<file path="config.mk">
export PLATFORM = sky130hd
export DESIGN_NAME = pixel_window_gen
export DESIGN_NICKNAME = d
export VERILOG_FILES = /design/src/rtl/pixel_window_gen.sv
export SDC_FILE = /design/constraint.sdc
export NUM_CORES = 1
export LEC_CHECK = 0
export BUFFER_PORTS_ARGS = -buffer_cell sky130_fd_sc_hd__buf_4
export CORE_MARGIN = 2
export CORE_UTILIZATION = 30
export CTS_CLUSTER_DIAMETER = 80
export DETAILED_ROUTE_END_ITERATION = 8
export GPL_TIMING_DRIVEN = 0
export PLACE_DENSITY_LB_ADDON = 0.15
export SETUP_SLACK_MARGIN = 0.3
export SLEW_MARGIN = 10
export SYNTH_ARGS = -nofsm -noshare
export SYNTH_HDL_FRONTEND = slang
export SYNTH_SLANG_ARGS = --single-unit
</file>
<file path="constraint.sdc">
create_clock -name clk -period 2.7 [get_ports clk]
set_input_delay 0.405 -clock clk [delete_from_list [all_inputs] [get_ports clk]]
set_output_delay 0.405 -clock clk [all_outputs]
set_load 0.03 [all_outputs]
</file>
<file path="src/rtl/pixel_window_gen.sv">
// Streaming 2x2 window generator over a raster-order IMG_W x IMG_H frame.
// Optional feature: define WINDOW_COUNT_EN to add the win_cnt output.
module pixel_window_gen #(
   parameter int unsigned IMG_W = 64,
   parameter int unsigned IMG_H = 64
) (
   input  logic        clk,
   input  logic        reset,
   input  logic        start,
   input  logic [15:0] pix_in,
   input  logic        pix_vld,
   output logic        pix_rdy,
   output logic [15:0] imgmn,
   output logic [15:0] imgm1n,
   output logic [15:0] imgmn1,
   output logic [15:0] imgm1n1,
   output logic        img_rdy,
   output logic        busy,
`ifdef WINDOW_COUNT_EN
   output logic [31:0] win_cnt,
`endif
   output logic        frame_done
);

   localparam int unsigned CW = $clog2(IMG_W);
   localparam int unsigned RW = $clog2(IMG_H);

   typedef enum logic [1:0] {StIdle, StFill, StRun, StDone} state_e;

   state_e          state_q, state_d;
   logic [CW-1:0]   col_q;
   logic [RW-1:0]   row_q;
   logic [15:0]     left_q;
   logic [15:0]     top_q;
   logic [15:0]     mn_q, m1n_q, mn1_q, m1n1_q;
   logic            img_rdy_q;
   logic [15:0]     line_buf [IMG_W];
   logic            accept;
   logic            col_last;
   logic            row_last;
   logic            start_ok;

   assign col_last = (col_q == CW'(IMG_W - 1));
   assign row_last = (row_q == RW'(IMG_H - 1));
   assign start_ok = (state_q == StIdle) && start;
   assign accept   = pix_vld && pix_rdy;

   always_comb begin
      state_d    = state_q;
      pix_rdy    = 1'b0;
      busy       = 1'b0;
      frame_done = 1'b0;
      unique case (state_q)
         StIdle: if (start) state_d = StFill;
         StFill: begin
            pix_rdy = 1'b1;
            busy    = 1'b1;
            if (accept && col_last) state_d = StRun;
         end
         StRun: begin
            pix_rdy = 1'b1;
            busy    = 1'b1;
            if (accept && col_last && row_last) state_d = StDone;
         end
         StDone: begin
            frame_done = 1'b1;
            state_d    = StIdle;
         end
         default: state_d = StIdle;
      endcase
   end

   always_ff @(posedge clk) begin
      if (!reset) begin
         state_q   <= StIdle;
         col_q     <= '0;
         row_q     <= '0;
         left_q    <= '0;
         top_q     <= '0;
         mn_q      <= '0;
         m1n_q     <= '0;
         mn1_q     <= '0;
         m1n1_q    <= '0;
         img_rdy_q <= 1'b0;
      end else begin
         state_q   <= state_d;
         img_rdy_q <= 1'b0;
         if (start_ok) begin
            col_q <= '0;
            row_q <= '0;
         end else if (accept) begin
            // line_buf[col_q] still holds the previous row here; it is overwritten below
            left_q <= pix_in;
            top_q  <= line_buf[col_q];
            if (row_q != '0 && col_q != '0) begin
               mn_q      <= top_q;
               m1n_q     <= line_buf[col_q];
               mn1_q     <= left_q;
               m1n1_q    <= pix_in;
               img_rdy_q <= 1'b1;
            end
            if (col_last) begin
               col_q <= '0;
               row_q <= row_last ? '0 : row_q + 1'b1;
            end else begin
               col_q <= col_q + 1'b1;
            end
         end
      end
   end

   // Not reset: row 0 of every frame is written before any read uses it.
   always_ff @(posedge clk) begin
      if (accept) line_buf[col_q] <= pix_in;
   end

`ifdef WINDOW_COUNT_EN
   logic [31:0] win_cnt_q;

   always_ff @(posedge clk) begin
      if (!reset || start_ok) win_cnt_q <= '0;
      else if (img_rdy_q)     win_cnt_q <= win_cnt_q + 32'd1;
   end

   assign win_cnt = win_cnt_q;
`endif

   assign imgmn   = mn_q;
   assign imgm1n  = m1n_q;
   assign imgmn1  = mn1_q;
   assign imgm1n1 = m1n1_q;
   assign img_rdy = img_rdy_q;

endmodule

</file>
# After elaboration in Yosys (flattened, before gate mapping)
# Memories as Yosys holds them, arrays and structs flattened. A register that Yosys moved wholly into a read port is not among the register bits.
# Index checks and enable logic that the tools add are counted.
[totals]
latchBits = 0
ff_bits = 111
mem_count = 1
out_inout_bits = 68
elab_cells = 52
ramBits = 1024
inputBits = 20
rom_bits = 0
[op_classes]
order_cmp = 0
n_reduce_logical = 15
n_eq_ne = 8
n_addsub = 2
mux = 13
bitwise_logic = 3
n_mul = 0
shifts = 0
div = 0
[mem_list]
columns = ["memory", "depth", "width", "rd", "rd_clocked_by_memory_dff", "write_ports", "line", "rtl"]
rows = [
  ["line_buf", 64, 16, 1, 1, 1, "37", "logic [15:0] line_buf [IMG_W];"],
]
[ops]
columns = ["cell", "count"]
rows = [
  ["two-way mux 6 bit", 4],
  ["adder 6 x 1 -> 6 bit (second input constant)", 2],
  ["== test 6 bit (second input constant)", 2],
  ["nonzero test 6 bit", 2],
  ["one-hot mux 2 bit (4 select lines)", 1],
  ["two-way mux 2 bit", 3],
  ["!= test 2 bit (second input constant)", 3],
  ["AND reduction 3 bit", 2],
  ["logical AND 1 bit", 5],
  ["two-way mux 1 bit", 5],
  ["== test 2 bit (second input constant)", 2],
  ["AND reduction 2 bit", 2],
  ["OR reduction 2 bit", 2],
  ["NOT 1 bit", 3],
  ["OR reduction 3 bit", 1],
  ["== test 2 x 1 -> 1 bit (second input constant)", 1],
  ["logical NOT 2 bit", 1],
]

# Longest topological paths before layout
# Gate-level depths: netlist of the first run.
[depth]
ltp_word = 8
ltp_mapped = 10
ltp_nobuf = 8

# Worst setup path before layout of the first run
# Ideal clock, no wire load.
[synth_timing]
kind = "reg-to-reg"
start = "register state_q[1]"
end = "memory line_buf[55][0] (enable)"
setup_ns = 0.388
synth_period_minus_slack_ns = 2.824
path_stages_with_launch = 7
required_ns = 2.312
path_buffers = 1
path_slack_ns = -0.124
t_arrival_ns = 2.436
cell_sequence = "dfxtp_1 inv_1 ha_1 and2_1 clkbuf_1 nand4b_1 nor2_1"
[synth_via]
elab_chain_len = 6
elab_cells_between_ends = 7
cone_classes = "eq/ne (2); mux (3); reduce/logical (2)"
[synth_rtl]
columns = ["element", "line", "rtl"]
rows = [
  ["start, declared", "30", "state_e state_q, state_d;"],
  ["start signal, assigned", "75", "state_q <= StIdle;"],
  ["start signal, assigned", "86", "state_q <= state_d;"],
  ["== test 2 bit / == test 2 x 1 -> 1 bit (equally long branches)", "-", ""],
  ["OR reduction 2 bit (no source line) *", "-", ""],
  ["two-way mux 1 bit *", "-", ""],
  ["named net busy", "18", "output logic busy,"],
  ["logical AND 1 bit *", "46", "assign accept = pix_vld && pix_rdy;"],
  ["two-way mux 1 bit *", "114", "if (accept) line_buf[col_q] <= pix_in;"],
  ["two-way mux 1 bit (not written as such) *", "114", ""],
  ["end, declared", "37", ""],
]
# The timed path passes the listed nets; every way through them passes the cells marked *.

==> summary.txt, run 1 <==
Logic synthesis
  – Synth Area in Adders: 0.00227
  – Synth Register Bits: 1141
  – Xor and xnor area share after synthesis: 0.00159
  – Synth Instances: 2562
  – EDFF count, synth: 1024
  – Avg Inst Size Synth: 17.2 um^2
  – Synth cell types: 63
  – Mapped Nets: 2590
  – Largest family of logic cells by synthesized area: multiplexers
  – Area share of the largest cell type after synthesis: 0.699
  – Most common cell in the synthesized netlist: edfxtp_1
  – Synth area leader: edfxtp_1
  – Ys async rst share: 0
  – Top post-synthesis cells by count: 1024 x edfxtp_1, 335 x mux2i_1, 168 x nand2_1
  – Seq/Total Area, Yosys: 0.752
  – Synth Area in Compound Gates: 0.0465
  – Area contributors post-synth: edfxtp_1 70%, mux2i_1 7.6%, dfxtp_1 5.3%
  – Simple-gate share of the synthesized area: 0.0509
  – Top_reg_cell synth: edfxtp_1
  – Mapped cell area: 0.0440 mm^2
  – YS warnings: 0
  – Multiplexer share of the synthesized area: 0.126

Power and ir drop
  – Pwr dens: 705 mW/mm^2
  – Total power: 39.3 mW
  – Max VDD drop: 0.475 mV
  – LEAKAGE: 17.3 nW

Min path
  – Worst Hold Class: in -> reg

Floorplan
  – I/O Pins: 88
  – Row count: 140
  – Core Area: 0.146 mm^2
  – Initial core utilization: 0.302
  – Die width: 387 um
  – Die height: 387 um
  – Die area: 0.150 mm^2

Detailed routing
  – DR iter-0 viols: 2531
  – First-pass DRT Iterations: 5
  – Avg WL per Cell: 30.5 um
  – Drt drc: 0
  – Via density: 5.23
  – Drt total wl: 152000 um
  – ANT nets after route: 0
  – Via count: 26033

STA
  – Setup TNS Final: -0.135 ns
  – FMAX: 363 MHz
  – Final Setup Violations: 6
  – Fin crit period: 2.75 ns
  – Worst-Margin Slew: 1.03 ns
  – Fin. max-slew vios: 0
  – Crit share post-route: 1.02
  – Skew final: 0.0594 ns
  – Slew headroom: 0.315
  – RSZ-0062 raised after global routing: yes
  – Final critical-path setup slack: -0.0546 ns
  – Final hold violations: 0

Setup path
  – Critical path endpoint category: flop
  – CP Launch Type: flop
  – Reg-to-reg slack, setup: -0.05 ns
  – CP max FO: 8
  – Critical path required time: 3.31 ns
  – Crit path arrival time: 3.37 ns
  – Critical Setup Path Class: reg -> reg

Flow run
  – Maxcap violations: 0

Clocking
  – TritonCTS clock tree: built
  – Worst-Skew Late Latency: 0.76 ns
  – Clock root buffer: clkbuf_16
  – Clk slew on worst S/H paths: 0.06 ns
  – CTS Buf Count: 119
  – CTS H-tree depth: 3
  – CTS Hold Bufs: 0
  – CTS Sinks: 1141
  – Clk buf depth: 3

Global routing
  – Largest net degree at the start of global routing: 67
  – First-pass GRT wire length: 208000 um
  – Total GRT Usage: 0.200
  – GRT overflow: 0
  – Vias in the first global route: 26059
  – Antenna violations before repair: 4

Finish
  – Layout Utilization: 0.383
  – Layout Nets: 3002
  – Layout cells sized above 1: 0.289
  – Area grow syn2layout: 26.8%
  – Final instance area: 0.0558 mm^2
  – Filler Cell Count: 13275
  – Register Area: 0.0331 mm^2
  – Multi-input gate area: 0.0115 mm^2

Placed design
  – Dpl cell area: 0.0479 mm^2
  – DP Wirelength: 97400 um
  – Routability congestion estimate: 0.872
  – PortBufs: 86

Status
  – Outcome: finished with violations
  – Failing checks: negative setup slack
## per-stage QoR
| step | cells | worst slack, ns | hold slack, ns |
|---|---|---|---|
| after floorplan | 2562 | 0.147 | 0.429 |
| after detailed placement | 4584 | -1.58 | 0.449 |
| after global placement | 4565 | -1.60 | 0.448 |
| after CTS | 4955 | -0.0858 | 0.0839 |
| after global routing | 4981 | -0.101 | 0.173 |
| final | 4982 | -0.0546 | 0.151 |
## timing repair
item / 4_1_cts / 5_1_grt
setup endpoints to repair: 1063 / 348
gates resized for setup: 379 / 96
buffers inserted: 159 / 26
gates cloned: 2 / 0
pin swaps: 106 / 48
## critical path, stage by stage, from the launching register on
cell and delay (ns):
dfxtp_4 0.36, buf_12 0.15, buf_6 0.10, buf_6 0.09
buf_16 0.14, buf_12 0.15, mux2i_1 0.21, nor2_2 0.08
nor4_4 0.35, nand4_1 0.55, nand2_4 0.36, o21ai_1 0.08
## report_power, final
part / switching (mW) / internal [mW] / total, mW
Sequential: 0.0977 / 19.4 / 19.5
Clock: 6.84 / 8.96 / 15.8
Combinational: 2.55 / 1.43 / 3.98
## final cells by class
class,count,share of cell area
tap,1917,0.0430
clock buffer,154,0.0574
buffer,151,0.0298
sequential,1141,0.593
antenna,1,0.0000448
timing repair buffer,291,0.0612
clock inverter,57,0.00908
multi-input combinational,1256,0.205
inverter,14,0.00101
## cell families after synthesis
group / after synthesis
AO/OA/AOI/OAI: 322
XOR/XNOR: 8
adder cells (fa/ha/maj): 8
buffers and inverters: 166
flip-flops: 1141
multiplexers: 432
AND/OR/NAND/NOR: 485
## sequential cells by signal (all words and copies together), names as in the netlist, named ones only
signal    flops
line_buf   1024
imgm1n1      16
imgm1n       16
imgmn1       16
imgmn        16
left_q       16
top_q        16
col_q         6
row_q         6
state_q       2
img_rdy       1
## cell usage in the layout, fill, tap and decap left out, types with 21 or more instances in the layout
cell type	netlist	final
a21oi_1	84	75
a22oi_1	91	86
mux4_2	78	83
buf_12	0	92
clkinv_1	0	22
nand3_1	70	60
nand4_1	29	29
buf_8	1	21
buf_6	9	29
clkbuf_16	0	123
nand2_1	168	153
dfxtp_1	117	113
mux2i_1	335	321
edfxtp_1	1024	1024
buf_4	29	217
o21ai_0	40	31
o22ai_1	65	44
nor2_1	131	59
nor2_4	0	67
clkbuf_1	49	47
## path summary, 6_finish.rpt
path	startpoint	end	cells after the start
worst max register to register	flop	top_q[4]	11
worst min-delay path	start	state_q[1]	4
worst max-delay path	flop	top_q[4]	11
worst min register to register	left_q[12]	left_q[12]	2
## per-layer routing
metal	wire, um	up-vias	part of all wire	track usage
li1	-	10975	-	-
met1	64900	13804	0.43	0.269
met2	72200	1006	0.48	0.326
met3	9190	240	0.060	0.0293
met4	5570	8	0.037	0.0761
met5	42	-	0.00028	0
No activity file was read; power rests on OpenSTA's default activity.
==> run 2: changes to the inputs <==
Settings changed: PLACE_DENSITY set to 0.44, PLACE_DENSITY_LB_ADDON 0.15 to unset.
==> summary.txt, run 2 (synthesis results as in run 1) <==
STA
  – Final critical-path setup slack: -0.0384 ns (+0.0162 ns)
  – Worst-Margin Slew: 0.996 ns (-0.0320 ns)
  – Fin. max-slew vios: 0 (unchanged)
  – Final hold slack: 0.150 ns (-0.00148 ns)
  – RSZ-0062 raised after global routing: yes
  – Fin crit period: 2.74 ns (-0.0162 ns)
  – Crit share post-route: 1.01 (-0.00600)
  – Skew final: 0.0710 ns (+0.0116 ns)
  – Slew headroom: 0.336 (+0.0213)
  – Final hold violations: 0 (unchanged)
  – FMAX: 365 MHz (+0.59%)
  – Final Setup Violations: 5 (-1)

Floorplan
  – Core Area: 0.146 mm^2 (unchanged)
  – Die width: 387 um (unchanged)
  – I/O Pins: 88 (unchanged)
  – Die area: 0.150 mm^2 (unchanged)
  – Die height: 387 um (unchanged)
  – Initial core utilization: 0.302 (unchanged)
  – Row count: 140 (unchanged)

Global routing
  – Largest net degree at the start of global routing: 67 (unchanged)
  – First-pass GRT wire length: 204000 um (-2.1%)
  – Vias in the first global route: 25968 (-0.35%)
  – Antenna violations before repair: 4 (unchanged)
  – Total GRT Usage: 0.195 (-0.00497)
  – GRT overflow: 0 (unchanged)

Detailed routing
  – Avg WL per Cell: 29.8 um (-2.4%)
  – Highest Signal Layer: met5
  – Via density: 5.16 (-1.2%)
  – Drt drc: 0 (unchanged)
  – Drt total wl: 149000 um (-1.7%)
  – Routed met3 length: 8810 um (-4.1%)
  – First-pass DRT Iterations: 6 (+1)
  – ANT nets after route: 0 (unchanged)
  – DR iter-0 viols: 2731 (+7.9%)
  – Via count: 25923 (-0.42%)
  – Met1 wire length: 65300 um (+0.53%)
  – Met2 Routed Length: 70800 um (-2.0%)

Setup path
  – Critical path endpoint category: flop
  – Worst reg2reg path depth: 9 (-2)
  – Critical Setup Path Class: reg -> reg
  – CP Launch Type: flop
  – CP max FO: 8 (unchanged)
  – Critical path required time: 3.32 ns (about the same)
  – Crit path arrival time: 3.36 ns (about the same)

Placed design
  – PortBufs: 86 (unchanged)
  – Placed Cells: 4582 (-0.044%)
  – DP Wirelength: 96600 um (-0.77%)
  – Routability congestion estimate: 0.849 (-2.6%)
  – Place WS: -1.66 ns (-0.0804 ns)

Finish
  – Most frequent cells in the layout: 1024 x edfxtp_1, 309 x mux2i_1, 246 x buf_4
  – Layout Nets: 3038 (+1.2%)
  – Register name with the most flops: line_buf
  – Antenna Cells: 0 (-1)
  – Non-Filler Instances: 5020 (+0.76%)
  – Leading cell type in the layout, fill and taps excluded: edfxtp_1
  – Max reg flops: 1024 (unchanged)
  – Layout cells sized above 1: 0.305 (+0.0151)
  – Area grow syn2layout: 27.9%

Min path
  – Worst Hold Class: in -> reg
  – Worst hold path cell count: 3 (-1)

Clocking
  – CTS Buf Count: 119 (unchanged)
  – Worst-Skew Late Latency: 0.75 ns (about the same)
  – Clk buf depth: 3 (unchanged)
  – TritonCTS clock tree: built
  – CTS Hold Bufs: 0 (unchanged)
  – CTS Sinks: 1141 (unchanged)
  – Clk slew on worst S/H paths: 0.06 ns (about the same)
  – Clock root buffer: clkbuf_16
  – CTS H-tree depth: 3 (unchanged)

Status
  – Failing checks: negative setup slack
  – Outcome: finished with violations

Power and ir drop
  – LEAKAGE: 17.6 nW (+1.8%)
  – Pwr dens: 705 mW/mm^2 (about the same)
  – Max VDD drop: 0.504 mV (+6.2%)

Flow run
  – Maxcap violations: 0 (unchanged)
run 2: cell types whose count changed in the layout (fill, tap and decap cells not counted), sizes merged:
cell and delta:
buf +31, clkinv +8, bufinv +2, bufbuf -1
clkbuf -1, clkinvlp -1, diode -1, nand4b +1
run 2: where the power goes:
group | switching [mW] | leakage (nW) | internal, mW | total, mW
Sequential | 0.100 | 10.1 | 19.4 | 19.5
Clock | 6.91 | 1.87 | 9.13 | 16.0
Combinational | 2.56 | 5.59 | 1.52 | 4.08
Total | 9.57 | 17.6 | 30.1 | 39.7
run 2: final cells by class:
| class | instances | area [um^2] |
|---|---|---|
| Timing Repair Buffer | 326 | 3590 |
| Tap cell | 1917 | 2400 |
| Sequential cell | 1141 | 33100 |
| Clock buffer | 148 | 3150 |
| Fill cell | 13241 | 89300 |
| Buffer | 151 | 1740 |
| Multi-Input combinational cell | 1257 | 11600 |
| Inverter | 14 | 56.3 |
| Clock inverter | 66 | 656 |
run 2: worst paths after layout:
| path | from | to | slack [ns] |
|---|---|---|---|
| setup / recovery | flop | top_q[5] | -0.04 |
| hold / removal | start | state_q[0] | 0.15 |
| setup reg to reg | flop | top_q[5] | -0.04 |
| hold reg to reg | left_q[2] | imgmn1[2] | 0.46 |
run 2: timing repair:
| item | 4_1_cts | 5_1_grt |
|---|---|---|
| setup buffers | 152 | 68 |
| gates resized for setup | 375 | 142 |
| endpoints found under the setup margin | 1089 | 311 |
| pin swaps | 108 | 40 |
| gates cloned | 2 | 3 |
run 2: routing by layer:
metal	GRT usage	up-vias
met2	0.319	912
met1	0.268	13777
li1	-	11039
met4	0.0618	6
met3	0.0266	189
met5	0	-
run 2: critical path, stage by stage, from the launching register on:
cell and delay, ns:
dfxtp_4 0.38, buf_12 0.16, buf_16 0.19, buf_12 0.15, mux2i_4 0.26, o22ai_4 0.11
nor4_4 0.33, nand4_1 0.60, nand2_4 0.36, o21ai_2 0.07
run 2: through the flow:
step	setup TNS (ns)	cell area, um^2	util	power (mW)
5_1_grt	-0.0426	56300	0.387	40.8
3_3_place_gp	-676.66	47200	0.324	23.1
4_1_cts	0	55000	0.378	39.6
2_1_floorplan	0	44100	-	21.5
6_report	-0.121	56300	0.387	39.7
3_5_place_dp	-210.38	47800	0.328	23.1
==> run 3: changes to the inputs <==
Settings changed: CORE_ASPECT_RATIO set to 0.75.
==> summary.txt, run 3 (synthesis results as in run 1) <==
STA
  – Fin crit period: 2.56 ns (-0.183 ns)
  – FMAX: 391 MHz (+7.2%)
  – Fin. max-slew vios: 0 (unchanged)
  – RSZ-0062 raised after global routing: yes
  – Final Setup Violations: 0 (-5)
  – Skew final: 0.0349 ns (-0.0361 ns)
  – Slew headroom: 0.320 (-0.0163)
  – Final hold violations: 0 (unchanged)
  – Setup TNS Final: 0 ns (+0.121 ns)
  – Worst-Margin Slew: 1.02 ns (+0.0245 ns)
  – Crit share post-route: 0.947 (-0.0677)

Setup path
  – Critical path endpoint category: flop
  – Critical path required time: 3.28 ns (-0.04 ns)
  – Crit path arrival time: 3.13 ns (-0.23 ns)
  – CP max FO: 6 (-2)
  – Critical Setup Path Class: reg -> reg
  – CP Launch Type: flop

Detailed routing
  – Via density: 5.25 (+1.6%)
  – Met2 Routed Length: 65800 um (-7.0%)
  – First-pass DRT Iterations: 6 (unchanged)
  – Drt total wl: 151000 um (+0.80%)
  – Via count: 25995 (+0.28%)
  – Drt drc: 0 (unchanged)
  – DR iter-0 viols: 3237 (+19%)
  – Avg WL per Cell: 30.4 um (+2.1%)
  – ANT nets after route: 0 (unchanged)
  – Highest Signal Layer: met4
  – Routed met3 length: 11600 um (+32%)
  – Met1 wire length: 69600 um (+6.7%)

Floorplan
  – Row count: 121 (-14%)
  – Core Area: 0.145 mm^2 (-0.16%)
  – Initial core utilization: 0.303 (+0.000468)
  – Die height: 336 um (-13%)
  – Die area: 0.150 mm^2 (about the same)
  – Die width: 446 um (+15%)
  – I/O Pins: 88 (unchanged)

Clocking
  – CTS Hold Bufs: 0 (unchanged)
  – Clock root buffer: clkbuf_16
  – CTS H-tree depth: 3 (unchanged)
  – Worst-Skew Late Latency: 0.73 ns (-0.02 ns)
  – Clk buf depth: 3 (unchanged)
  – Clk slew on worst S/H paths: 0.06 ns (about the same)
  – TritonCTS clock tree: built
  – CTS Buf Count: 109 (-8.4%)
  – CTS Sinks: 1141 (unchanged)

Flow run
  – Maxcap violations: 0 (unchanged)

Finish
  – Filler Cell Count: 13268 (+0.20%)
  – Area grow syn2layout: 25.9%
  – Layout Utilization: 0.381 (-0.00538)
  – Antenna Cells: 0 (unchanged)
  – Register name with the most flops: line_buf
  – Max reg flops: 1024 (unchanged)
  – Layout cells sized above 1: 0.291 (-0.0137)
  – Leading cell type in the layout, fill and taps excluded: edfxtp_1
  – Layout Nets: 2987 (-1.7%)
  – Most frequent cells in the layout: 1024 x edfxtp_1, 318 x mux2i_1, 213 x buf_4

Placed design
  – Routability congestion estimate: 0.903 (+6.4%)
  – PortBufs: 86 (unchanged)
  – DP Wirelength: 98200 um (+1.6%)

Global routing
  – GRT overflow: 0 (unchanged)
  – Total GRT Usage: 0.197 (+0.00173)
  – Vias in the first global route: 25351 (-2.4%)
  – Antenna violations before repair: 2 (-2)
  – First-pass GRT wire length: 204000 um (-0.11%)
  – Largest net degree at the start of global routing: 67 (unchanged)

Status
  – Outcome: finished clean

Min path
  – Worst Hold Class: in -> reg

Power and ir drop
  – Pwr dens: 691 mW/mm^2 (-1.9%)
  – Max VDD drop: 0.503 mV (-0.26%)
  – LEAKAGE: 17.1 nW (-2.8%)
==> run 3: worst max-delay path: stages, from the launching register on <==
cell      delay (ns)
dfxtp_4         0.37
buf_12          0.13
buf_12          0.13
buf_8           0.13
mux4_2          0.52
mux2_4          0.32
nand4_1         0.16
o41ai_4         0.16
a311oi_2        0.21
buf_4           0.18
a31oi_1         0.09
==> run 3: final timing paths <==
| path | startpoint | endpoint | slack, ns | depth (start not counted) |
|---|---|---|---|---|
| max | flop | top_q[13] | 0.14 | 10 |
| min | start | state_q[1] | 0.17 | 4 |
| max reg2reg | flop | top_q[13] | 0.14 | 10 |
| min reg2reg | left_q[0] | imgmn1[0] | 0.46 | 2 |
==> run 3: report_power, final <==
| part | switching [mW] | total [mW] | leakage, nW | internal (mW) |
|---|---|---|---|---|
| combinational | 2.46 | 4.04 | 5.32 | 1.58 |
| clock | 6.68 | 14.7 | 1.65 | 8.03 |
| sequential | 0.106 | 19.5 | 10.2 | 19.4 |
| total | 9.25 | 38.3 | 17.1 | 29.0 |
==> run 3: area by class of cell <==
cell class	count	area (um^2)	share of cell area
well taps	1906	2380	0.0430
inverters	14	56.3	0.00102
clock inverters	46	305	0.00551
flip-flops and latches	1141	33100	0.598
clock buffers	156	3050	0.0550
plain buffers	152	1620	0.0293
multi-input cells	1255	11400	0.206
repair buffers	286	3450	0.0623
==> run 3: routing by layer <==
metal | GRT usage | up-vias
met5 | 0 | -
met3 | 0.0433 | 191
met4 | 0.0444 | 0
li1 | - | 10933
met2 | 0.292 | 993
met1 | 0.292 | 13878
==> run 3: what timing repair did <==
item | CTS | global route
setup endpoints to repair | 1113 | 512
gates resized for setup | 354 | 117
setup buffers | 138 | 27
endpoints found under the hold margin | 0 | 0
cloned | 1 | 3
pin swaps | 83 | 44
==> run 3: through the flow <==
step	instance area, um^2	hold slack [ns]	power (mW)	setup slack (ns)	cells
after floorplan	44100	0.429	21.5	0.147	2562
after global placement	47200	0.453	23.0	-1.40	4554
after detailed placement	48300	0.450	23.1	-0.916	4585
after CTS	54700	0.123	38.3	0.188	4926
after global routing	55400	0.135	39.4	0.0834	4956
final	55400	0.170	38.3	0.144	4956
